### src/rtl/wb_arb_pkg.sv
// Shared types and helpers for the Wishbone interconnect arbiters.
// Holds the FSM encoding and a fixed-size round-robin pick function.
package wb_arb_pkg;

  typedef enum logic {
    IDLE,
    GRANT
  } arb_state_e;

  localparam int ARB_NUM_M = 8;
  localparam int ARB_PRI_W = 2;
  localparam int IDX_W     = $clog2(ARB_NUM_M);

  // Returns {found, idx}: highest priority wins, ties go to the
  // first requester after ptr in cyclic order.
  function automatic logic [IDX_W:0] rr_pick(
    input logic [ARB_NUM_M-1:0]           req,
    input logic [ARB_NUM_M*ARB_PRI_W-1:0] pri,
    input logic [IDX_W-1:0]               ptr
  );
    logic [ARB_PRI_W-1:0] maxp;
    logic [IDX_W-1:0]     idx;
    logic                 found;
    int                   j;
    maxp  = '0;
    idx   = '0;
    found = 1'b0;
    for (int i = 0; i < ARB_NUM_M; i++) begin
      if (req[i] && pri[i*ARB_PRI_W +: ARB_PRI_W] > maxp)
        maxp = pri[i*ARB_PRI_W +: ARB_PRI_W];
    end
    for (int k = 1; k <= ARB_NUM_M; k++) begin
      j = (int'(ptr) + k) % ARB_NUM_M;
      if (!found && req[j] &&
          pri[j*ARB_PRI_W +: ARB_PRI_W] == maxp) begin
        found = 1'b1;
        idx   = IDX_W'(j);
      end
    end
    return {found, idx};
  endfunction

endpackage

### src/rtl/wb_arb_rr_pick.sv
// Combinational priority-then-round-robin selector.
// Kept apart from the FSM so selection can be tested on its own.
module wb_arb_rr_pick
  import wb_arb_pkg::*;
#(
  parameter int NUM_M = 8,
  parameter int PRI_W = 2,
  parameter int IW    = $clog2(NUM_M)
) (
  input  logic [NUM_M-1:0]       req,
  input  logic [NUM_M*PRI_W-1:0] pri,
  input  logic [IW-1:0]          ptr,
  output logic [IW-1:0]          idx,
  output logic                   found
);

  logic [PRI_W-1:0] maxp;

  // Find top priority among requesters, then scan from ptr+1.
  always_comb begin
    maxp  = '0;
    idx   = '0;
    found = 1'b0;
    for (int i = 0; i < NUM_M; i++) begin
      if (req[i] && pri[i*PRI_W +: PRI_W] > maxp)
        maxp = pri[i*PRI_W +: PRI_W];
    end
    for (int k = 1; k <= NUM_M; k++) begin
      if (!found &&
          req[(int'(ptr) + k) % NUM_M] &&
          pri[((int'(ptr) + k) % NUM_M)*PRI_W +: PRI_W]
            == maxp) begin
        found = 1'b1;
        idx   = IW'((int'(ptr) + k) % NUM_M);
      end
    end
  end

endmodule

### src/rtl/wb_slave_arbiter.sv
// Per-slave-port arbiter: holds a grant for the whole bus cycle
// and releases it on CYC drop or a watchdog timeout.
module wb_slave_arbiter
  import wb_arb_pkg::*;
#(
  parameter int NUM_M     = 8,
  parameter int PRI_W     = 2,
  parameter int TO_CYCLES = 256,
  parameter int TO_W      = 9,
  localparam int IW       = $clog2(NUM_M)
) (
  input  logic                   clk,
  input  logic                   rst,
  input  logic [NUM_M-1:0]       m_cyc,
  input  logic [NUM_M*PRI_W-1:0] m_pri,
  input  logic                   s_ack,
  input  logic                   s_err,
  input  logic                   s_rty,
  output logic [NUM_M-1:0]       gnt,
  output logic [IW-1:0]          gnt_idx,
  output logic                   gnt_vld,
  output logic                   to_err,
  output logic [IW-1:0]          to_idx
);

  arb_state_e       state_q, state_d;
  logic [NUM_M-1:0] gnt_q, gnt_d;
  logic [IW-1:0]    idx_q, idx_d;
  logic             vld_q, vld_d;
  logic             toe_q, toe_d;
  logic [IW-1:0]    toi_q, toi_d;
  logic [IW-1:0]    ptr_q, ptr_d;
  logic [TO_W-1:0]  cnt_q, cnt_d;
  logic [NUM_M-1:0] blk_q, blk_d;

  logic [NUM_M-1:0] req;
  logic [IW-1:0]    win_idx;
  logic             win_found;
  logic             term;

  assign req  = m_cyc & ~blk_q;
  assign term = s_ack | s_err | s_rty;

  wb_arb_rr_pick #(
    .NUM_M (NUM_M),
    .PRI_W (PRI_W),
    .IW    (IW)
  ) u_pick (
    .req   (req),
    .pri   (m_pri),
    .ptr   (ptr_q),
    .idx   (win_idx),
    .found (win_found)
  );

  // Next-state: grant in IDLE, hold/release and watchdog in GRANT.
  always_comb begin
    state_d = state_q;
    gnt_d   = gnt_q;
    idx_d   = idx_q;
    vld_d   = vld_q;
    toe_d   = 1'b0;
    toi_d   = toi_q;
    ptr_d   = ptr_q;
    cnt_d   = cnt_q;
    blk_d   = blk_q & m_cyc;
    unique case (state_q)
      IDLE: begin
        if (win_found) begin
          gnt_d   = '0;
          gnt_d[win_idx] = 1'b1;
          idx_d   = win_idx;
          vld_d   = 1'b1;
          ptr_d   = win_idx;
          cnt_d   = '0;
          state_d = GRANT;
        end
      end
      GRANT: begin
        if (!m_cyc[idx_q]) begin
          gnt_d   = '0;
          vld_d   = 1'b0;
          state_d = IDLE;
        end else if (term) begin
          cnt_d = '0;
        end else if (cnt_q == TO_W'(TO_CYCLES-1)) begin
          gnt_d        = '0;
          vld_d        = 1'b0;
          toe_d        = 1'b1;
          toi_d        = idx_q;
          blk_d[idx_q] = 1'b1;
          state_d      = IDLE;
        end else begin
          cnt_d = cnt_q + 1'b1;
        end
      end
      default: state_d = IDLE;
    endcase
  end

  // State register with synchronous reset.
  always_ff @(posedge clk) begin
    if (rst) begin
      state_q <= IDLE;
      gnt_q   <= '0;
      idx_q   <= '0;
      vld_q   <= 1'b0;
      toe_q   <= 1'b0;
      toi_q   <= '0;
      ptr_q   <= IW'(NUM_M-1);
      cnt_q   <= '0;
      blk_q   <= '0;
    end else begin
      state_q <= state_d;
      gnt_q   <= gnt_d;
      idx_q   <= idx_d;
      vld_q   <= vld_d;
      toe_q   <= toe_d;
      toi_q   <= toi_d;
      ptr_q   <= ptr_d;
      cnt_q   <= cnt_d;
      blk_q   <= blk_d;
    end
  end

  assign gnt     = gnt_q;
  assign gnt_idx = idx_q;
  assign gnt_vld = vld_q;
  assign to_err  = toe_q;
  assign to_idx  = toi_q;

endmodule
### config.mk
export PLATFORM = sky130hd
export DESIGN_NAME = wb_slave_arbiter
export DESIGN_NICKNAME = d
export VERILOG_FILES = /design/src/rtl/wb_arb_pkg.sv /design/src/rtl/wb_arb_rr_pick.sv /design/src/rtl/wb_slave_arbiter.sv
export SDC_FILE = /design/constraint.sdc
export NUM_CORES = 1
export LEC_CHECK = 0
export ABC_CLOCK_PERIOD_IN_PS = 22300
export BUFFER_PORTS_ARGS = -buffer_cell sky130_fd_sc_hd__buf_2
export CAP_MARGIN = 40
export CORE_MARGIN = 2
export CORE_UTILIZATION = 35
export DETAILED_ROUTE_END_ITERATION = 12
export PLACE_DENSITY_LB_ADDON = 0.12
export REMOVE_ABC_BUFFERS = 1
export SLEW_MARGIN = 0
export SYNTH_ARGS = -nofsm -noshare
export SYNTH_HDL_FRONTEND = slang
export SYNTH_HIERARCHICAL = 1
export SYNTH_SLANG_ARGS = --single-unit
### constraint.sdc
create_clock -name clk -period 22.3 [get_ports clk]
set_input_delay 4.46 -clock clk [delete_from_list [all_inputs] [get_ports clk]]
set_output_delay 4.46 -clock clk [all_outputs]
set_load 0.02 [all_outputs]
==> impl_metrics.toml, run 1 <==
[routing]
viasPerCell = 5.95
first_iter_violations = 261
dr.pass1.iters = 4
wire_per_inst_um = 17.4
routed-via-count = 4587
drt.antenna.violating_nets = 0
post-route-drc-count = 0
drt-total-wl_mm = 13.4

[worst_setup_path]
max_stage_delay_ns = 0.69
worstSetupPathType = "in2reg"
regToRegStartpoint = "blk_q[0]"
ff2ff_path_depth = 48
start_kind = "input pin"
worstPathMaxFanout = 12
path_common_cell = "ha_1"
required_ns = 22.51
r2r_slack_ns = 10.47
endpoint_kind = "flop"
crit_slowest_cell = "nor2_1"
arrival_ns = 16.03
reg2reg_to = "gnt[6]"

[clocking]
cts_tree = "done"
insertion_delay_ns = 0.28
root_buffer = "clkbuf_16"
hold_buffers = 0
ctsLongestPathBuffers = 2
post_cts.repair.setup_buffers = 0
cts_num_sinks = 37
postCtsResizedCells = 0
cts_buffers = 5
cts.clk_slew.worst_paths_ns = 0.06
htree_levels = 2

[floorplan]
die_h_um = 119
die_area_um2 = 14300
ios = 45
die_x_um = 119
core-area_um2 = 13100
start_util = 0.355
rows = 42

[power_and_ir_drop]
seq_power_share = 0.126
power.internal_mw = 0.347
power_switching_mw = 0.388
pwr-share-clk = 0.114
power_mw = 0.734
combinationalPowerShare = 0.760
vdd_drop_max_mv = 0.0487
switching_share = 0.528
p_leak_nw = 1.92
p_per_area_nw_per_um2 = 143

[min_path]
hold_depth = 2
hold_end = "blk_q[2]"
hp-start = "blk_q[2]"
holdCritPathClass = "reg2reg"

[run_status]
status = "finished clean"

[job]
max-cap-violations = 0

[placement]
dpl.hpwl_mm = 10.2
gp_congestion = 0.906
pre_cts_slack_ns = 6.33
placed_cell_area_um2 = 4980
numPortBuffers = 44

[final_layout]
final_net_count = 638
stdcell_area_um2 = 5150
area_growth_pct = 10.5
drive_gt1_frac = 0.200
antenna_cells = 0

[timing]
finalSetupTns_ns = 0
report.final.slew_viol_count = 0
slew_headroom = 0.430
rsz0062_at_grt = "false"
period_needed_ns = 15.82
finClkSkew_ns = 0.00632
tightest_slew_ns = 0.851
period_share = 0.709
setup_slack_ns = 6.48
max_freq_mhz = 63.2
fin_hold_ws_ns = 0.476
hold_violations = 0
finalSetupViolCount = 0

[global_route]
grt_max_degree = 42
grt_usage = 0.189
antenna_found_initial = 0
grt_pass1_vias = 4384
grt_pass1_wl_mm = 22.2
grt-ovfl-total = 0

[logic_synthesis]
syn_avg_cell_area_um2 = 8.23
yosysSeqAreaShare = 0.159
synth_cells = 567
netlist_area_um2 = 4660
synthArstFlopShare = 0
ys.warnings.count = 6
synth_edf_count = 0
yosysUniqueCellTypes = 100
yosys.area.top_type_share = 0.159
synth_seq_cells = 37
synth_flop_cell = "dfxtp_1"
synth_area_leaders = "dfxtp_1 (16%), mux4_2 (7.7%), mux2i_1 (6.9%), nand2_1 (4.4%), ha_1 (4.0%)"
synth_top_area_cell = "dfxtp_1"
worst max-delay path, delay by kind of cell:
kind                     cells  cell delay [ns]
AO/OA/AOI/OAI               26             5.59
buffers and inverters        2             0.20
multiplexers                 3             0.98
adder cells (fa/ha/maj)      7             2.00
AND/OR/NAND/NOR             11             2.77
Yosys cell counts (all sizes together), types with 8 or more instances:
master and instances:
mux4 16, nor3 16, a21oi 20, o21a 8
nand2 55, and2 9, nor2b 14, mux2i 34
o22ai 9, buf 17, inv 26, dfxtp 37
a211oi 12, o211ai 15, clkbuf 11, ha 15
nand3 19, mux2 9, nand2b 17, xnor2 10
o21ai 36, nor2 38
sequential cells by signal (all words and copies together), names as in the netlist:
signal,cells
to_err,1
state_q,1
gnt_vld,1
to_idx,3
cnt_q,9
gnt,8
blk_q,8
ptr_q,3
gnt_idx,3
per-stage QoR:
step | cells | utilization
global placement | 763 | 0.379
floorplan | 539 | -
global route | 771 | 0.392
CTS | 771 | 0.392
detailed placement | 763 | 0.379
finish | 771 | 0.392
kinds of logic after synthesis:
kind of cell / Yosys count / share of synthesized area
fa+ha+maj: 15 / 0.0402
simple gates: 210 / 0.233
xor+xnor: 13 / 0.0276
buf+inv: 55 / 0.0547
flops: 37 / 0.159
compound gates: 178 / 0.310
mux: 59 / 0.175
metal layers:
layer	track usage	routed length, um
met5	0	0
met1	0.264	6450
met4	0.0478	222
met2	0.304	6130
met3	0.0307	612
area by class of cell:
| cell class | instances | area (um^2) |
|---|---|---|
| clock buffers | 7 | 143 |
| clock inverters | 1 | 30.0 |
| fillers | 1371 | 7980 |
| inverters | 27 | 101 |
| multi-input cells | 475 | 3670 |
| flip-flops and latches | 37 | 741 |
| well taps | 176 | 220 |
| repair buffers | 48 | 250 |
how the worst max path moves through the flow:
stage | startpoint | end | slack (ns)
after floorplan | m_cyc[0] | gnt[0] | 8.07
after global placement | m_cyc[0] | gnt[0] | 6.81
after detailed placement | m_cyc[0] | gnt[2] | 6.33
after CTS | m_cyc[0] | gnt[2] | 6.57
after global routing | m_cyc[0] | gnt[2] | 5.45
final | m_cyc[0] | gnt[6] | 6.48
layout by cell type, fill, tap and decap left out, types with 13 or more instances in the layout:
| cell | count |
|---|---|
| nor2b_1 | 13 |
| inv_1 | 25 |
| nand3_1 | 19 |
| a21oi_1 | 19 |
| buf_2 | 44 |
| nand2_1 | 55 |
| nor3_1 | 15 |
| o21ai_0 | 25 |
| ha_1 | 15 |
| nor2_1 | 37 |
| nand2b_1 | 17 |
| mux4_2 | 16 |
| mux2i_1 | 32 |
| dfxtp_1 | 37 |
power by group through the flow:
stage	Sequential, mW	Clock, mW	Combinational [mW]
after floorplan	0.107	0	0.415
after global placement	0.0934	0	0.550
after global routing	0.0946	0.0877	0.614
after detailed placement	0.0939	0	0.553
final	0.0926	0.0836	0.558
after CTS	0.0925	0.0849	0.556
Note: power is estimated with default switching activity, not from simulation.
==> inputs of run 2 (changes only) <==
ABC_CLOCK_PERIOD_IN_PS = 13700   (was 22300)
clock period = 13.7 ns   (was 22.3 ns; I/O delays follow)
==> run 2 against run 1 <==
Register-to-register slack worse by 7.5 ns. Sequential power is 64% higher. Final cell count is 1.7% higher. Die area unchanged. Total power grew 74%. Flip-flop and latch count unchanged. Critical endpoint is now cnt_q[2].
==> impl_metrics.toml, run 2 (synthesized netlist as in run 1, its figures left out) <==
[global_route]
grt-ovfl-total = 0
antenna_found_initial = 0
grt_usage = 0.190
grt_pass1_vias = 4357
grt_max_degree = 42
grt_pass1_wl_mm = 22.1

[final_layout]
regMostFlops = "cnt_q"
stdcell_area_um2 = 5320
final_net_count = 651
largest_register_ff_count = 9
area_growth_pct = 13.9
finalNonFillerCells = 784
layout_common_cells = "nand2_1 (55), buf_2 (44), dfxtp_1 (37)"
antenna_cells = 0
post-route-util = 0.405
drive_gt1_frac = 0.237
final_common_cell = "nand2_1"

[worst_setup_path]
crit_slowest_cell = "mux2_2"
endpoint_kind = "flop"
arrival_ns = 13.17
required_ns = 13.91
worstPathMaxFanout = 8
start_kind = "input pin"
path_common_cell = "ha_1"
crit_buf_inv = 3
worstSetupPathType = "in2reg"
cp_top_family = "compound AO/OA/AOI/OAI gates"
max_stage_delay_ns = 0.39

[routing]
routed-via-count = 4699
dr.pass1.iters = 5
drt-total-wl_mm = 13.9
drt.antenna.violating_nets = 0
viasPerCell = 5.99
wire_per_inst_um = 17.7
first_iter_violations = 312
post-route-drc-count = 0

[clocking]
cts.clk_slew.worst_paths_ns = 0.06
cts_num_sinks = 37
cts_tree = "done"
cts_buffers = 5
insertion_delay_ns = 0.29
htree_levels = 2
ctsLongestPathBuffers = 2
root_buffer = "clkbuf_16"

[placement]
placed_cell_area_um2 = 5000
placed_cells = 765
numPortBuffers = 44
dpl.hpwl_mm = 10.5
gp_congestion = 0.903

[power_and_ir_drop]
p_leak_nw = 2.01
power_mw = 1.28
vdd_drop_max_mv = 0.0836
p_per_area_nw_per_um2 = 240

[timing]
period_share = 0.946
finClkSkew_ns = 0.0125
hold_violations = 0
period_needed_ns = 12.95
slew_headroom = 0.493
report.final.slew_viol_count = 0
finalSetupViolCount = 0
max_freq_mhz = 77.2
tightest_slew_ns = 0.750

[run_status]
status = "finished clean"

[floorplan]
core-area_um2 = 13100
die_x_um = 119
start_util = 0.355
rows = 42
ios = 45
die_area_um2 = 14300
die_h_um = 119

[min_path]
holdCritPathClass = "reg2reg"

[job]
max-cap-violations = 0
## run 2: cell types whose count changed in the layout (fill, tap and decap cells not counted), sizes merged
cell / before / now
inv: 26 / 27
clkinv: 1 / 2
clkbuf: 7 / 5
buf: 48 / 61
## run 2: timing repair
item                                    CTS  global route
setup buffers                             0            11
endpoints found under the hold margin     0             0
hold buffers                              0             0
resized for setup                         0            14
endpoints found under the setup margin    0            25
## run 2: where the power goes
group	switching, mW	leakage, nW	internal [mW]
sequential	0.0267	0.300	0.125
combinational	0.587	1.63	0.404
clock	0.0495	0.0842	0.0863
total	0.663	2.01	0.615
## run 2: tightest hold or removal path, stage by stage (launching register included)
cell,delay (ns)
dfxtp_1,0.31
nand2_1,0.06
o22ai_1,0.06
## run 2: worst paths after layout
kind,start,to,slack (ns),depth (start not counted)
setup / recovery,m_cyc[0],cnt_q[2],0.75,50
hold / removal,blk_q[6],blk_q[6],0.48,2
setup reg to reg,blk_q[0],cnt_q[2],3.00,49
hold reg to reg,blk_q[6],blk_q[6],0.48,2
## run 2: metrics by stage
step	setup WS, ns	setup TNS [ns]	hold WS (ns)
6_report	0.746	0	0.476
5_1_grt	-0.0306	-0.0606	0.493
4_1_cts	0.144	0	0.476
3_5_place_dp	-0.0775	-0.431	0.466
3_3_place_gp	0.380	0	0.458
2_1_floorplan	1.19	0	0.450
## run 2: area by class of cell
class                      count  area [um^2]
fill                        1394         7820
multi-input combinational    475         3730
sequential                    37          741
timing repair buffer          61          355
tap                          176          220
clock buffer                   5          125
inverter                      27          101
clock inverter                 3         43.8
## run 2: routing by layer
metal  track usage  routed length (um)
met5             0                   0
met2         0.312                6370
met3        0.0340                 748
met1         0.257                6570
met4        0.0449                 223
